==> src/rtl/aes_uart_pkg.sv <==
// aes_uart_pkg: shared types and constants for the UART/AES block sequencer
package aes_uart_pkg;
   typedef enum logic [1:0] {COLLECT, START, WAIT_DONE, SEND} seq_state_t;
   typedef logic [127:0] aes_block_t;
   localparam int AES_BLOCK_BYTES = 16;
endpackage

==> src/rtl/aes_uart_block_sequencer_byte_block_packer.sv <==
// byte_block_packer: byte-serial <-> parallel block register with a wrapping byte index
module byte_block_packer
   import aes_uart_pkg::*;
#(
   parameter int W = 8,
   parameter int N = AES_BLOCK_BYTES,
   localparam int IW = N > 1 ? $clog2(N) : 1
) (
   input  logic           clk_i,
   input  logic           rst_i,
   input  logic           clr_i,
   input  logic           wr_i,
   input  logic           adv_i,
   input  logic           ld_i,
   input  logic [W-1:0]   byte_i,
   input  logic [N*W-1:0] blk_i,
   output logic [N*W-1:0] blk_o,
   output logic [IW-1:0]  idx_o
);
   logic [W-1:0]  mem_q [N];
   logic [W-1:0]  mem_d [N];
   logic [IW-1:0] idx_q, idx_d;
   logic          last;
   assign idx_o = idx_q;
   assign last  = idx_q == IW'(N - 1);
   for (genvar g = 0; g < N; g++) begin : g_blk
      assign blk_o[(N-1-g)*W +: W] = mem_q[g];
   end
   // Parallel load or single-byte write at the index; index wraps after the last byte
   always_comb begin
      for (int i = 0; i < N; i++) mem_d[i] = ld_i ? blk_i[(N-1-i)*W +: W] : mem_q[i];
      if (wr_i) mem_d[idx_q] = byte_i;
      idx_d = (clr_i || ld_i) ? '0 : (wr_i || adv_i) ? (last ? '0 : idx_q + 1'b1) : idx_q;
   end
   // Byte storage and index registers
   always_ff @(posedge clk_i or posedge rst_i)
      if (rst_i) begin
         mem_q <= '{default: '0};
         idx_q <= '0;
      end else begin
         mem_q <= mem_d;
         idx_q <= idx_d;
      end
endmodule

==> src/rtl/aes_uart_block_sequencer.sv <==
// aes_uart_block_sequencer: gathers UART bytes into an AES block, runs the core, streams the result back
module aes_uart_block_sequencer
   import aes_uart_pkg::*;
#(
   parameter int N_DATA_BITS    = 8,
   parameter int N_BYTES        = AES_BLOCK_BYTES,
   parameter int TIMEOUT_CYCLES = 1000000
) (
   input  logic                           i_clk,
   input  logic                           i_reset,
   input  logic [N_DATA_BITS-1:0]         i_rx_data,
   input  logic                           i_rx_valid,
   output logic [N_BYTES*N_DATA_BITS-1:0] o_aes_din,
   output logic                           o_aes_start,
   input  logic                           i_aes_ready,
   input  logic                           i_aes_done,
   input  logic [N_BYTES*N_DATA_BITS-1:0] i_aes_dout,
   output logic [N_DATA_BITS-1:0]         o_tx_data,
   output logic                           o_tx_valid,
   input  logic                           i_tx_ready,
   output logic                           o_busy,
   output logic                           o_rx_overrun,
   output logic [15:0]                    o_block_count
);
   localparam int IW = N_BYTES > 1 ? $clog2(N_BYTES) : 1;
   localparam int TW = TIMEOUT_CYCLES > 1 ? $clog2(TIMEOUT_CYCLES) : 1;
   seq_state_t                          state_q, state_d;
   logic                                valid_q, overrun_q, overrun_d;
   logic [TW-1:0]                       timer_q, timer_d;
   logic [15:0]                         count_q, count_d;
   logic                                rx_ev, rx_wr, rx_last, timeout, tx_ld, tx_adv, tx_last;
   logic [IW-1:0]                       rx_idx, tx_idx, tx_sel;
   logic [N_BYTES-1:0][N_DATA_BITS-1:0] tx_blk;
   assign rx_ev     = i_rx_valid && !valid_q;
   assign rx_last   = rx_idx == IW'(N_BYTES - 1);
   assign tx_last   = tx_idx == IW'(N_BYTES - 1);
   assign tx_sel    = IW'(N_BYTES - 1) - tx_idx;
   assign timeout   = TIMEOUT_CYCLES != 0 && state_q == COLLECT && rx_idx != '0 && !rx_ev &&
                      timer_q == TW'(TIMEOUT_CYCLES - 1);
   assign timer_d   = (rx_ev || rx_idx == '0 || timeout || o_busy) ? '0 : timer_q + 1'b1;
   assign overrun_d = overrun_q || (rx_ev && o_busy);
   assign count_d   = count_q + 16'(tx_adv && tx_last);
   assign o_rx_overrun  = overrun_q;
   assign o_block_count = count_q;
   byte_block_packer #(.W(N_DATA_BITS), .N(N_BYTES)) u_rx_pack (
      .clk_i(i_clk), .rst_i(i_reset), .clr_i(timeout), .wr_i(rx_wr), .adv_i(1'b0), .ld_i(1'b0),
      .byte_i(i_rx_data), .blk_i('0), .blk_o(o_aes_din), .idx_o(rx_idx)
   );
   byte_block_packer #(.W(N_DATA_BITS), .N(N_BYTES)) u_tx_unpack (
      .clk_i(i_clk), .rst_i(i_reset), .clr_i(1'b0), .wr_i(1'b0), .adv_i(tx_adv), .ld_i(tx_ld),
      .byte_i('0), .blk_i(i_aes_dout), .blk_o(tx_blk), .idx_o(tx_idx)
   );
   // Sequencer state register
   always_ff @(posedge i_clk or posedge i_reset)
      if (i_reset) state_q <= COLLECT;
      else state_q <= state_d;
   // Next state: a ready+done coincidence in START skips WAIT_DONE
   always_comb begin
      state_d = state_q;
      case (state_q)
         COLLECT:   if (rx_ev && rx_last) state_d = START;
         START:     if (i_aes_ready) state_d = i_aes_done ? SEND : WAIT_DONE;
         WAIT_DONE: if (i_aes_done) state_d = SEND;
         SEND:      if (tx_adv && tx_last) state_d = COLLECT;
         default:   state_d = COLLECT;
      endcase
   end
   // State-decoded outputs and datapath strobes; done outside START/WAIT_DONE is ignored
   always_comb begin
      o_aes_start = state_q == START;
      o_tx_valid  = state_q == SEND;
      o_busy      = state_q != COLLECT;
      o_tx_data   = o_tx_valid ? tx_blk[tx_sel] : '0;
      rx_wr       = rx_ev && state_q == COLLECT;
      tx_ld       = i_aes_done && (state_q == WAIT_DONE || (o_aes_start && i_aes_ready));
      tx_adv      = o_tx_valid && i_tx_ready;
   end
   // Rx edge detect (runs in every state), silence timer, sticky overrun and block counter
   always_ff @(posedge i_clk or posedge i_reset)
      if (i_reset) begin
         valid_q   <= 1'b0;
         timer_q   <= '0;
         overrun_q <= 1'b0;
         count_q   <= '0;
      end else begin
         valid_q   <= i_rx_valid;
         timer_q   <= timer_d;
         overrun_q <= overrun_d;
         count_q   <= count_d;
      end
endmodule

==> config.mk <==
export PLATFORM = sky130hd
export DESIGN_NAME = aes_uart_block_sequencer
export DESIGN_NICKNAME = d
export VERILOG_FILES = /design/src/rtl/aes_uart_pkg.sv /design/src/rtl/aes_uart_block_sequencer_byte_block_packer.sv /design/src/rtl/aes_uart_block_sequencer.sv
export SDC_FILE = /design/constraint.sdc
export NUM_CORES = 1
export LEC_CHECK = 0
export ABC_AREA = 1
export ABC_CLOCK_PERIOD_IN_PS = 8210
export CAP_MARGIN = 0
export CORE_MARGIN = 2
export CORE_UTILIZATION = 55
export CTS_CLUSTER_DIAMETER = 30
export DETAILED_ROUTE_END_ITERATION = 8
export DONT_BUFFER_PORTS = 1
export PLACE_DENSITY = 0.76
export SLEW_MARGIN = 20
export SYNTH_ARGS = -nofsm -noshare
export SYNTH_HDL_FRONTEND = slang
export SYNTH_SLANG_ARGS = --single-unit
==> constraint.sdc <==
create_clock -name i_clk -period 8.21 [get_ports i_clk]
set_input_delay 0 -clock i_clk [delete_from_list [all_inputs] [get_ports i_clk]]
set_output_delay 0 -clock i_clk [all_outputs]
set_load 0.1 [all_outputs]
==> results of run 1 <==
-- Yosys cell counts, types with 12 or more instances --
cell | count | area (um2)
a21oi_1 | 105 | 526
buf_2 | 29 | 145
buf_6 | 13 | 146
clkbuf_1 | 28 | 105
dfrtp_1 | 304 | 7610
ha_1 | 13 | 163
inv_1 | 198 | 743
nand2_1 | 409 | 1540
nand3_1 | 113 | 566
nor2_1 | 150 | 563
nor2_4 | 12 | 135
o21ai_0 | 171 | 856
xor2_1 | 12 | 105
-- final cells by class --
cell class	instances	area, um2	area share (%)
Antenna cell	2	5.00	0.0292
Sequential cell	304	7610	44.4
Clock buffer	69	1520	8.88
Inverter	203	773	4.51
Clock inverter	34	367	2.14
Timing Repair Buffer	159	1580	9.20
Multi-Input combinational cell	1034	4880	28.5
Tap cell	324	405	2.37
-- worst max-delay path by stage --
| stage | startpoint | slack (ns) | cells past startpoint | endpoint |
|---|---|---|---|---|
| final | u_tx_unpack.idx_o[0] | 4.42 | 10 | o_tx_data[2] |
| after global routing | u_tx_unpack.idx_o[0] | 4.25 | 8 | o_tx_data[5] |
| after CTS | u_tx_unpack.idx_o[0] | 4.90 | 8 | o_tx_data[5] |
| after detailed placement | u_tx_unpack.idx_o[0] | 5.21 | 14 | o_block_count[14] |
| after global placement | u_tx_unpack.idx_o[0] | 5.26 | 14 | o_block_count[14] |
| after floorplan | i_reset | 4.17 | 1 | o_block_count[0] |
-- through the flow --
stage / cells / power, mW
final: 2129 / 8.48
after global placement: 1881 / 5.97
after detailed placement: 1881 / 6.04
after global routing: 2129 / 8.85
after CTS: 2127 / 8.40
after floorplan: 1617 / 5.59
-- per-layer routing --
metal	global-route usage (%)	vias up	wire [um]
li1	-	5377	-
met1	33.2	5494	14000
met2	50.0	595	18800
met3	9.12	123	3650
met4	12.3	0	1410
met5	0	-	0
-- where the power goes --
| group | internal, mW | switching [mW] | leakage (nW) | total [mW] |
|---|---|---|---|---|
| clock network | 1.50 | 0.772 | 0.924 | 2.27 |
| logic | 0.589 | 1.29 | 3.44 | 1.88 |
| registers | 2.04 | 2.28 | 3.86 | 4.32 |
-- placed cells by master (no fill, tap or decap), types with 17 or more instances in the layout --
cell type        n
nand3_1        113
o21ai_0        171
clkinv_2        17
clkbuf_16       57
inv_1          196
a21oi_1         97
dfrtp_1        303
nor2_1         150
dlygate4sd3_1  143
nand2_1        409
-- registers in the layout, summed over array words and instances (netlist names) --
name               count
o_rx_overrun           1
o_block_count         16
valid_q                1
state_q                2
u_tx_unpack.blk_o    128
u_rx_pack.idx_o        4
u_rx_pack.blk_o      128
timer_q               20
u_tx_unpack.idx_o      4
-- cells by family (layout without fill, tap and decap cells) --
logic type	Yosys count	count (layout)	share of synthesized area, %
AOI/OAI and AO/OA	284	284	10.6
other	0	2	0
DFF	304	304	55.8
xor gates and xnor gates	20	20	1.28
buffers and inverters	279	465	8.71
and+or+nand+nor	717	717	22.4
adders and majority gates	13	13	1.19
-- worst max-delay path, cell delays in order (launching register included) --
cell	delay, ns
dfrtp_2	0.52
buf_4	0.53
clkinv_2	0.90
nand2_1	0.32
nand3_1	0.10
nand2_1	0.09
nand2_1	0.07
nand2_1	0.10
inv_1	0.08
a21oi_2	0.14
buf_4	0.32
==> impl_metrics.env, run 1 <==
export IMPL_fmax_mhz=264
export IMPL_timing_rr_end="u_tx_unpack.blk_o[58]"
export IMPL_initial_utilization_pct=56.1
export IMPL_area_growth_pct=25.7
export IMPL_cts_max_level=2
export IMPL_final_util_pct=70.5
export IMPL_clk_pin_slew_worst_paths_ns=0.04
export IMPL_outcome="completed"
export IMPL_fin_hold_ws_ns=0.0315
export IMPL_postCtsSetupBuffers=0
export IMPL_yosysSeqAreaShare_pct=55.8
export IMPL_hold_start="i_tx_ready"
export IMPL_drive_gt1_share_pct=8.76
export IMPL_die_w_um=161
export IMPL_hold_class="in2reg"
export IMPL_path_max_fanout=65
export IMPL_synthFlopType="dfrtp_1"
export IMPL_setup_slack_ns=4.42
export IMPL_startpoint_type="flip-flop"
export IMPL_p_leak_nw=8.22
export IMPL_fp_dieH_um=161
export IMPL_dieArea_um2=26100
export IMPL_worst_pin_slew_ns=1.09
export IMPL_drc=0
export IMPL_worst_ep_arrival_time_ns=3.79
export IMPL_cts_sinks=304
export IMPL_min_period_over_period_pct=46.1
export IMPL_slew_limit_headroom_pct=27.1
export IMPL_synth_edf_count=0
export IMPL_synth_warnings=0
export IMPL_regToRegStartpoint="state_q[1]"
export IMPL_vias_per_cell=5.44
export IMPL_vias=11600
export IMPL_place_ws_ns=5.21
export IMPL_nets=1914
export IMPL_hpwl_um=22300
export IMPL_grt_pass1_vias=11800
export IMPL_postCtsHoldBufs=143
export IMPL_finalHoldViolations=0
export IMPL_synth_seq_cells=304
export IMPL_routed_wl_um=37900
export IMPL_regToRegSetupSlack_ns=5.09
export IMPL_fin_crit_ns=3.79
export IMPL_port_buffers=0
export IMPL_grt_max_degree=261
export IMPL_antenna_left=0
export IMPL_async_flop_share_pct=100
export IMPL_cts_tree="done"
export IMPL_synthesis_area_um2=13600
export IMPL_power_density_nw_per_um2=495
export IMPL_avgSynthCellArea_um2=8.43
export IMPL_gp_congestion=0.815
export IMPL_timing_setup_tns_ns=0
export IMPL_grt_setup_unrepaired="false"
export IMPL_first_iter_violations=1165
export IMPL_peakVddDrop_uv=331
export IMPL_holdPathEnd="state_q[1]"
export IMPL_grt_overflow=0
export IMPL_synthesis_nets=1772
export IMPL_setup_viol=0
export IMPL_fill_cells=1717
export IMPL_antenna_found_initial=2
export IMPL_dpl_cell_area_um2=13800
export IMPL_hold_path_cell_count=5
export IMPL_core_area_um2=24300
export IMPL_clk_path_buf_depth=3
export IMPL_final_area_um2=17100
export IMPL_worstPathRequired_ns=8.21
export IMPL_insertion_delay_ns=0.55
export IMPL_cts_resized=0
export IMPL_grt_total_usage_pct=28.9
export IMPL_syn_inst=1617
export IMPL_rows=57
export IMPL_wl_per_cell_um=17.8
export IMPL_fin_worst_skew_ns=0.0181
export IMPL_crit_path_end_kind="output pin"
export IMPL_ctsRootBufferMaster="clkbuf_16"
export IMPL_r2r_cells=6
export IMPL_drv_slew=0
export IMPL_cts_made_buffers=57
export IMPL_grt_pass1_wl_um=60400
export IMPL_pin_count=298
export IMPL_maxCapViolCount=0
export IMPL_critPathKind="reg2out"
export IMPL_yosys_cell_types_count=36
export IMPL_dr_pass1_iters=5
No activity file was read; power rests on OpenSTA's default activity.
==> run 2: changes to the inputs <==
Settings changed: ABC_CLOCK_PERIOD_IN_PS 8210 to 3800, PLACE_DENSITY 0.76 to 0.73.
Clock period 8.21 ns to 3.8 ns, I/O delays scaled along.
==> impl_metrics.env, run 2 (synthesis gave the netlist of run 1 again) <==
export IMPL_outcome="completed"
export IMPL_grt_max_degree=198
export IMPL_postCtsHoldBufs=144
export IMPL_routed_wl_met2_um=18600
export IMPL_fin_worst_skew_ns=0.0165
export IMPL_hold_class="in2reg"
export IMPL_met1_length_um=14100
export IMPL_crit_start="state_q[1]"
export IMPL_maxCapViolCount=0
export IMPL_rows=57
export IMPL_regToRegStartpoint="state_q[1]"
export IMPL_worstPathRequired_ns=4.21
export IMPL_top_layer="met4"
export IMPL_die_w_um=161
export IMPL_routed_wl_um=37400
export IMPL_final_util_pct=71.0
export IMPL_wl_per_cell_um=17.5
export IMPL_layout_common_cells="nand2_1 (409), dfrtp_1 (303), inv_1 (196)"
export IMPL_regToRegSetupSlack_ns=0.58
export IMPL_worst_ep_arrival_time_ns=3.64
export IMPL_cts_resized=0
export IMPL_cts_max_level=2
export IMPL_drive_gt1_share_pct=9.39
export IMPL_critical_path_max_stage_delay_ns=0.57
export IMPL_dieArea_um2=26100
export IMPL_worstPathCellList="inv_1 -> ha_1 -> buf_4 -> inv_1 -> o22ai_1 -> dlygate4sd3_1 -> inv_1 -> nand3_1 -> dlygate4sd3_1 -> nand2_1 -> dlygate4sd3_1"
export IMPL_core_area_um2=24300
export IMPL_clk_path_buf_depth=3
export IMPL_p_comb_share_pct=21.9
export IMPL_grt_pass1_vias=11600
export IMPL_dr_pass1_iters=6
export IMPL_r2r_cells=11
export IMPL_setup_viol=0
export IMPL_area_growth_pct=26.6
export IMPL_nets=1920
export IMPL_min_period_over_period_pct=84.8
export IMPL_drc=0
export IMPL_grt_pass1_wl_um=59800
export IMPL_postCtsSetupBuffers=0
export IMPL_slew_limit_headroom_pct=31.2
export IMPL_p_leak_nw=8.30
export IMPL_gp_congestion=0.857
export IMPL_fin_crit_ns=3.22
export IMPL_finalHoldViolations=0
export IMPL_grt_setup_unrepaired="false"
export IMPL_vias_per_cell=5.35
export IMPL_grt_overflow=0
export IMPL_route_met3_wl_um=3420
export IMPL_intPower_mw=9.06
export IMPL_crit_path_end_kind="flip-flop"
export IMPL_power_frac_seq_pct=50.7
export IMPL_p_sw_share_pct=50.7
export IMPL_final_area_um2=17300
export IMPL_slowest_stage="dlygate4sd3_1"
export IMPL_path_max_fanout=4
export IMPL_critPathKind="reg2reg"
export IMPL_mostFrequentLayoutCell="nand2_1"
export IMPL_startpoint_type="flip-flop"
export IMPL_vias=11400
export IMPL_hpwl_um=22500
export IMPL_antenna_left=0
export IMPL_peakVddDrop_uv=674
export IMPL_worst_pin_slew_ns=1.03
export IMPL_timing_rr_end="state_q[1]"
export IMPL_port_buffers=0
export IMPL_pin_count=298
export IMPL_power_density_nw_per_um2=1070
export IMPL_power_frac_clock_pct=27.4
export IMPL_clk_pin_slew_worst_paths_ns=0.06
export IMPL_cts_made_buffers=56
export IMPL_first_iter_violations=1156
export IMPL_fp_dieH_um=161
export IMPL_grt_total_usage_pct=28.7
export IMPL_insertion_delay_ns=0.55
export IMPL_p_switching_mw=9.33
export IMPL_cp_endpoint="state_q[1]"
export IMPL_drv_slew=0
export IMPL_initial_utilization_pct=56.1
export IMPL_ctsRootBufferMaster="clkbuf_16"
export IMPL_cts_sinks=304
export IMPL_antenna_found_initial=1
export IMPL_fmax_mhz=310
export IMPL_cts_tree="done"
export IMPL_dpl_cell_area_um2=13900
==> run 2: changes by cell type in the layout (fill, tap and decap cells not counted), moves of 2 or more <==
cell,delta
clkinv_4,-3
buf_4,+5
inv_6,+8
clkbuf_1,-6
clkbuf_8,+2
==> run 2: metal layers <==
layer / up-vias / track usage (%)
met2: 541 / 49.1
met4: 0 / 11.0
met3: 107 / 7.94
met5: - / 0
li1: 5389 / -
met1: 5383 / 34.5
==> run 2: worst max-delay path, delay by kind of cell (launching register included) <==
kind                     cells  cell delay (ns)
AND/OR/NAND/NOR              2             0.14
flip-flops                   1             0.41
adder cells (fa/ha/maj)      1             0.16
AO/OA/AOI/OAI                1             0.13
buffers and inverters        7             2.26
==> run 2: power by group through the flow <==
stage	logic, mW	clock network (mW)	registers, mW
2_1_floorplan	3.00	0	9.07
3_3_place_gp	3.62	0	9.31
3_5_place_dp	3.73	0	9.36
4_1_cts	3.96	5.08	9.31
5_1_grt	4.54	5.26	9.46
6_report	4.02	5.04	9.33
==> run 2: how the worst min path moves through the flow <==
stage                       startpoint                   to  slack [ns]  cells after the start
after detailed placement    i_rx_valid              valid_q        0.03                      0
after CTS                 i_rx_data[1]  u_rx_pack.blk_o[81]       0.003                      2
after global placement      i_rx_valid              valid_q        0.03                      0
final                     i_rx_data[1]  u_rx_pack.blk_o[81]        0.01                      2
after floorplan             i_rx_valid              valid_q        0.03                      0
after global routing      i_rx_data[1]  u_rx_pack.blk_o[41]        0.02                      2
==> run 2: area by class of cell <==
cell class                 instances  area [um2]
timing repair buffer             166        1640
fill                            1736        7060
tap                              324         405
clock inverter                    38         424
sequential                       304        7610
multi-input combinational       1034        4880
clock buffer                      65        1530
antenna                            1        2.50
inverter                         203         773
==> run 2: stage by stage <==
step | hold WS (ns) | worst slack, ns | TNS, ns | std cells | total power, mW
after global placement | 0.0316 | 0.989 | 0 | 1887 | 12.9
final | 0.0147 | 0.576 | 0 | 2135 | 18.4
after detailed placement | 0.0316 | 0.910 | 0 | 1887 | 13.1
after global routing | 0.0201 | 0.336 | 0 | 2135 | 19.3
after CTS | 0.00316 | 0.654 | 0 | 2134 | 18.3
after floorplan | 0.0314 | -0.243 | -73.87 | 1617 | 12.1
